## config.mk

```make
export PLATFORM = sky130hd
export DESIGN_NAME = bram_stream_reader_flat
export DESIGN_NICKNAME = d
export VERILOG_FILES = /design/src/rtl/bram_stream_reader_if.sv /design/src/rtl/bram_stream_reader.sv /design/src/flat_wrapper.sv
export SDC_FILE = /design/constraint.sdc
export NUM_CORES = 1
export LEC_CHECK = 0
export ABC_AREA = 1
export CORE_UTILIZATION = 60
export CTS_BUF_LIST = sky130_fd_sc_hd__clkbuf_4
export CTS_CLUSTER_DIAMETER = 40
export DETAILED_ROUTE_END_ITERATION = 10
export DONT_BUFFER_PORTS = 1
export PLACE_DENSITY = 0.87
export SYNTH_ARGS = -nofsm -noshare
export SYNTH_HDL_FRONTEND = slang
export SYNTH_SLANG_ARGS = --single-unit
```

## constraint.sdc

```tcl
create_clock -name clk_i -period 4.2 [get_ports clk_i]
set_clock_uncertainty 0.2 [all_clocks]
set_input_delay 1.26 -clock clk_i [delete_from_list [all_inputs] [get_ports clk_i]]
set_output_delay 1.26 -clock clk_i [all_outputs]
set_load 0.02 [all_outputs]
```

## src/rtl/bram_stream_reader_if.sv

```systemverilog
// Output stream bundle of the BRAM stream reader.
// Valid/ready handshake with a per-beat last marker.
interface bram_stream_reader_if #(
    parameter int DATA_WIDTH = 8
);
    logic [DATA_WIDTH-1:0] m_data_o;
    logic                  m_valid_o;
    logic                  m_ready_i;
    logic                  m_last_o;

    modport master (
        output m_data_o,
        output m_valid_o,
        output m_last_o,
        input  m_ready_i
    );

    modport slave (
        input  m_data_o,
        input  m_valid_o,
        input  m_last_o,
        output m_ready_i
    );
endinterface

```

## src/rtl/bram_stream_reader.sv

```systemverilog
// Walks a contiguous BRAM address range and streams the words out.
// A 2-entry buffer absorbs the 1-cycle read latency under backpressure.
module bram_stream_reader #(
    parameter int DATA_WIDTH    = 8,
    parameter int ADDRESS_WIDTH = 8,
    parameter int LENGTH_WIDTH  = 16
) (
    input  logic                     clk_i,
    input  logic                     rst_n_i,
    input  logic                     start_i,
    input  logic [ADDRESS_WIDTH-1:0] base_address_i,
    input  logic [LENGTH_WIDTH-1:0]  length_i,
    output logic                     busy_o,
    output logic                     done_o,
    output logic [ADDRESS_WIDTH-1:0] rd_address_o,
    output logic                     rd_enable_o,
    input  logic [DATA_WIDTH-1:0]    rd_data_i,
    input  logic                     rd_valid_i,
    bram_stream_reader_if.master     m
);

    typedef enum logic [1:0] {
        IDLE,
        READ,
        DRAIN
    } state_e;

    localparam logic [ADDRESS_WIDTH-1:0] ADDR_ONE = 1;
    localparam logic [LENGTH_WIDTH-1:0]  LEN_ONE  = 1;

    state_e                    state_q;
    logic [ADDRESS_WIDTH-1:0]  addr_q;
    logic [LENGTH_WIDTH-1:0]   issue_q;
    logic                      inflight_q;
    logic                      inflight_last_q;
    logic                      done_q;

    logic [1:0]                count_q, count_d;
    logic [DATA_WIDTH-1:0]     data0_q, data0_d;
    logic [DATA_WIDTH-1:0]     data1_q, data1_d;
    logic                      last0_q, last0_d;
    logic                      last1_q, last1_d;

    logic                      push;
    logic                      pop;
    logic [2:0]                occ_next;

    assign push = rd_valid_i;
    assign pop  = m.m_valid_o & m.m_ready_i;

    // Occupancy once this cycle's returning word and handshake settle;
    // a new read is only issued if its word is guaranteed a slot.
    assign occ_next = {1'b0, count_q} + {2'b00, inflight_q}
                    - {2'b00, pop};

    assign rd_enable_o = (state_q == READ) && (issue_q != '0)
                      && (occ_next < 3'd2);

    assign rd_address_o = addr_q;
    assign busy_o       = (state_q != IDLE);
    assign done_o       = done_q;

    assign m.m_data_o  = data0_q;
    assign m.m_valid_o = (count_q != 2'd0);
    assign m.m_last_o  = last0_q & (count_q != 2'd0);

    // Burst sequencer: command capture, read issue and completion.
    always_ff @(posedge clk_i or negedge rst_n_i) begin
        if (!rst_n_i) begin
            state_q         <= IDLE;
            addr_q          <= '0;
            issue_q         <= '0;
            inflight_q      <= 1'b0;
            inflight_last_q <= 1'b0;
            done_q          <= 1'b0;
        end else begin
            done_q          <= 1'b0;
            inflight_q      <= rd_enable_o;
            inflight_last_q <= rd_enable_o && (issue_q == LEN_ONE);
            if (rd_enable_o) begin
                addr_q  <= addr_q + ADDR_ONE;
                issue_q <= issue_q - LEN_ONE;
            end
            unique case (state_q)
                IDLE: begin
                    if (start_i && (length_i != '0)) begin
                        addr_q  <= base_address_i;
                        issue_q <= length_i;
                        state_q <= READ;
                    end
                end
                READ: begin
                    if (rd_enable_o && (issue_q == LEN_ONE)) begin
                        state_q <= DRAIN;
                    end
                end
                DRAIN: begin
                    if (pop && m.m_last_o) begin
                        state_q <= IDLE;
                        done_q  <= 1'b1;
                    end
                end
                default: state_q <= IDLE;
            endcase
        end
    end

    // Two-entry shift buffer; entry 0 is always the stream head.
    always_comb begin
        count_d = count_q;
        data0_d = data0_q;
        data1_d = data1_q;
        last0_d = last0_q;
        last1_d = last1_q;
        unique case ({push, pop})
            2'b10: begin
                if (count_q == 2'd0) begin
                    data0_d = rd_data_i;
                    last0_d = inflight_last_q;
                    count_d = 2'd1;
                end else begin
                    data1_d = rd_data_i;
                    last1_d = inflight_last_q;
                    count_d = 2'd2;
                end
            end
            2'b01: begin
                data0_d = data1_q;
                last0_d = last1_q;
                count_d = count_q - 2'd1;
            end
            2'b11: begin
                if (count_q == 2'd1) begin
                    data0_d = rd_data_i;
                    last0_d = inflight_last_q;
                end else begin
                    data0_d = data1_q;
                    last0_d = last1_q;
                    data1_d = rd_data_i;
                    last1_d = inflight_last_q;
                end
            end
            default: begin
            end
        endcase
    end

    // Buffer storage registers.
    always_ff @(posedge clk_i or negedge rst_n_i) begin
        if (!rst_n_i) begin
            count_q <= 2'd0;
            data0_q <= '0;
            data1_q <= '0;
            last0_q <= 1'b0;
            last1_q <= 1'b0;
        end else begin
            count_q <= count_d;
            data0_q <= data0_d;
            data1_q <= data1_d;
            last0_q <= last0_d;
            last1_q <= last1_d;
        end
    end

endmodule

```

## src/flat_wrapper.sv

```systemverilog
// flat-port wrapper written by rule: the top's interface ports become plain ports
module bram_stream_reader_flat 
#(
    parameter int DATA_WIDTH    = 8,
    parameter int ADDRESS_WIDTH = 8,
    parameter int LENGTH_WIDTH  = 16
)
  (clk_i, rst_n_i, start_i, base_address_i, length_i, busy_o, done_o, rd_address_o, rd_enable_o, rd_data_i, rd_valid_i, m_m_data_o, m_m_valid_o, m_m_last_o, m_m_ready_i);
  bram_stream_reader_if #(.DATA_WIDTH(DATA_WIDTH)) m_i ();
  input  logic clk_i;
  input  logic rst_n_i;
  input  logic start_i;
  input  logic [ADDRESS_WIDTH-1:0] base_address_i;
  input  logic [LENGTH_WIDTH-1:0] length_i;
  output logic busy_o;
  output logic done_o;
  output logic [ADDRESS_WIDTH-1:0] rd_address_o;
  output logic rd_enable_o;
  input  logic [DATA_WIDTH-1:0] rd_data_i;
  input  logic rd_valid_i;
  output wire logic [$bits(m_i.m_data_o)-1:0] m_m_data_o;
  output wire logic [$bits(m_i.m_valid_o)-1:0] m_m_valid_o;
  output wire logic [$bits(m_i.m_last_o)-1:0] m_m_last_o;
  input wire logic [$bits(m_i.m_ready_i)-1:0] m_m_ready_i;
  assign m_m_data_o = m_i.m_data_o;
  assign m_m_valid_o = m_i.m_valid_o;
  assign m_m_last_o = m_i.m_last_o;
  assign m_i.m_ready_i = m_m_ready_i;
  bram_stream_reader #(.DATA_WIDTH(DATA_WIDTH), .ADDRESS_WIDTH(ADDRESS_WIDTH), .LENGTH_WIDTH(LENGTH_WIDTH)) u_core (.clk_i(clk_i), .rst_n_i(rst_n_i), .start_i(start_i), .base_address_i(base_address_i), .length_i(length_i), .busy_o(busy_o), .done_o(done_o), .rd_address_o(rd_address_o), .rd_enable_o(rd_enable_o), .rd_data_i(rd_data_i), .rd_valid_i(rd_valid_i), .m(m_i));
endmodule
```

==> flow_summary_export.csv <==
group,metric,value,unit
outcome,status,"complete, no violations",
global_route,grt_pass1_vias,2584,
yosys,synth_top_area_share,0.389,
cts,cts_hold_buffers,0,
detailed_routing,routed_wl,6.90,mm
setup_path,arrival,2.63,ns
cts,clk-insertion-delay-late,0.39,ns
detailed_routing,drtPass1Iterations,5,
sta,fmax,245,MHz
yosys,synth_area,3150,um^2
detailed_routing,drc,0,
power,swShare,0.504,
setup_path,crit_chain,"inv_8 -> nor2_4 -> inv_2 -> nor2_4 -> o21ai_2 -> fa_1 -> nand2_2 -> nor2_8 -> inv_2 -> a21oi_4",
cts,cts.sinks,49,
placement,port_buffers,0,
power,seqPwrFrac,0.373,
global_route,antenna_found_initial,0,
yosys,synthArstFlopShare,1.00,
power,power.clock.fraction,0.113,
job,drv_cap,0,
cts,clockBufferDepth,2,
power,p_leak,1.81,nW
cts,cts_root_buf,"clkbuf_4",
placement,dpl_worst_slack,0.0136,ns
die,start_util,0.621,
detailed_routing,wl_per_cell,13.1,um
final_layout,antenna-diode-count,0,
yosys,ys_types,36,
setup_path,reg2reg_slack,1.15,ns
placement,place_congestion,0.842,
cts,h-tree-depth,2,
setup_path,worstPathRequired,2.74,ns
power,intPower,0.00132,W
cts,cts_tree,"built",
setup_path,slowest_delay,0.52,ns
die,die_h,74.5,um
sta,maxSlewViolCount,0,
die,die_x,74.5,um
setup_path,worstReg2RegEnd,"u_core.state_q[0]",
die,ios,58,
yosys,ys.flop_type,"dfrtp_1",
setup_path,worstReg2RegStart,"u_core.count_q[1]",
yosys,synth_edf_count,0,
placement,hpwl,4.98,mm
yosys,synth-seq-cells,49,
final_layout,final_layout_size_suffix_gt1_frac,0.101,
setup_path,critPathLaunch,"m_m_ready_i",
worst_hold_path,hold_class,"reg2reg",
setup_path,cp_top_family,"adder cells",
sta,fin_crit_sh,0.974,
power,ir_worst_vdd,386,uV
sta,period_minus_slack,4.09,ns
setup_path,crit_cells,10,
cts,cts_buffers,5,
sta,finalSetupViolCount,0,
final_layout,final_core_utilization,0.654,
detailed_routing,vias,2811,
final_layout,nets,501,
final_layout,fill_cells,448,
sta,finalHoldViolCount,0,
cts,cts.clk_slew.worst_paths,0.16,ns
setup_path,worstRegToRegCells,15,
global_route,grt_use_total,0.268,
setup_path,slowest_stage,"fa_1",
setup_path,critPathCaptureType,"output pin",
yosys,synthCells,454,
yosys,avgSynthCellArea,6.94,um^2
yosys,syn-num-nets,499,
placement,place_area,3220,um^2
detailed_routing,drt-initial-drc-count,200,
detailed_routing,final_antenna_net_count,0,
yosys,ys_seq_area_frac,0.389,
die,die_area,5540,um^2
sta,rsz0062_at_grt,"no",
global_route,grt_max_degree,50,
global_route,globalRoute.totalOverflow,0,
detailed_routing,drt-vias-per-instance,5.33,
final_layout,synthToLayoutAreaGrowth,5.40,%
yosys,synth_top_area_cell,"dfrtp_1",
yosys,synth_area_leaders,"dfrtp_1, nand2_1, nand3_1",
yosys,synth_commonest_cells,"nand2_1, inv_1, dfrtp_1",
setup_path,critPathLaunchType,"input port",
power,powerDensity,804,nW/um^2
setup_path,critPathBufInv,3,
yosys,yosysMostFrequentCell,"nand2_1",
power,p_sw,0.00134,W
setup_path,path_max_fanout,4,
sta,whs,0.302,ns
global_route,grt_first_pass_wirelength,11.3,mm
setup_path,endpoint,"rd_enable_o",
power,combinationalPowerShare,0.514,
die,num_rows,26,
yosys,ys.warnings.count,0,
final_layout,final_area,3320,um^2
sta,relSlewSlack,0.583,
sta,fin_ws,0.111,ns
die,core,5070,um^2
sta,tightest_slew,0.625,ns
setup_path,worstSetupPathType,"in2out",
repair_timing:
item / CTS / global route
endpoints found under the setup margin: 0 / 1
setup buffers: 0 / 1
resized for setup: 0 / 2
registers in the layout, summed over array words and instances, names as in the netlist:
register and count:
u_core.issue_q 16, u_core.data1_q 8, u_core.m.m_data_o 8, u_core.rd_address_o 8, u_core.count_q 2, u_core.state_q 2, u_core.done_o 1, u_core.inflight_last_q 1
u_core.inflight_q 1, u_core.last0_q 1, u_core.last1_q 1
placed cells by master, fill, tap and decap left out, drive strengths merged, types with 2 or more instances in the layout:
master and instances:
dfrtp 49, xnor2 4, or2 7, xor2 5, nand3b 4, a21oi 3
nand4 2, nand2 190, nor2 51, clkbuf 5, nand3 47, buf 6
a31oi 9, ha 7, o21ai 7, inv 56
worst min path at each step:
stage,end,start,slack (ns),cells past startpoint
6_report,u_core.done_o,u_core.state_q[0],0.30,1
5_1_grt,u_core.issue_q[12],rst_n_i,0.30,0
4_1_cts,u_core.done_o,u_core.state_q[0],0.30,1
3_5_place_dp,u_core.done_o,u_core.state_q[0],0.28,1
3_3_place_gp,u_core.done_o,u_core.state_q[0],0.25,1
2_1_floorplan,u_core.done_o,u_core.state_q[0],0.23,1
cell type report:
class / count / area, um^2 / share of cell area
Multi-Input combinational cell: 340 / 1670 / 0.502
Tap cell: 70 / 87.6 / 0.0264
Clock buffer: 5 / 37.5 / 0.0113
Inverter: 54 / 210 / 0.0633
Clock inverter: 3 / 47.5 / 0.0143
Sequential cell: 49 / 1230 / 0.369
Timing Repair Buffer: 6 / 45.0 / 0.0136
cells by family (layout without fill, tap and decap cells):
group,Yosys count,in the layout,share of synthesized area
simple gates,302,302,0.422
buf+inv,65,68,0.0886
compound gates,21,21,0.0409
flops,49,49,0.389
xor+xnor,9,9,0.0250
fa+ha+maj,8,8,0.0342
layer usage:
layer | part of all wire | vias up | track usage
met5 | 0 | - | 0
met4 | 0.0093 | 0 | 0.0839
met3 | 0.070 | 5 | 0.0705
met2 | 0.51 | 87 | 0.476
met1 | 0.41 | 1312 | 0.315
li1 | - | 1407 | -
per-stage QoR:
| stage | TNS, ns | total power [W] | cells |
|---|---|---|---|
| 2_1_floorplan | -0.0291 | 0.00213 | 454 |
| 3_3_place_gp | 0 | 0.00229 | 518 |
| 3_5_place_dp | 0 | 0.00235 | 518 |
| 4_1_cts | 0 | 0.00266 | 526 |
| 5_1_grt | 0 | 0.00290 | 527 |
| 6_report | 0 | 0.00267 | 527 |
worst reg2reg max path, delay by kind of cell (launching register included):
family	cells	cell delay (ns)
adder cells (fa/ha/maj)	2	0.78
buffers and inverters	4	0.50
AND/OR/NAND/NOR	7	0.78
flip-flops	1	0.45
AO/OA/AOI/OAI	2	0.29
power by group through the flow:
stage	registers (W)	clock network, W	logic, W
2_1_floorplan	0.000949	0	0.00119
3_3_place_gp	0.000993	0	0.00129
3_5_place_dp	0.00100	0	0.00135
4_1_cts	0.000994	0.000304	0.00136
5_1_grt	0.00102	0.000324	0.00156
6_report	0.000995	0.000302	0.00137
Power figures use the tool's default switching activity.
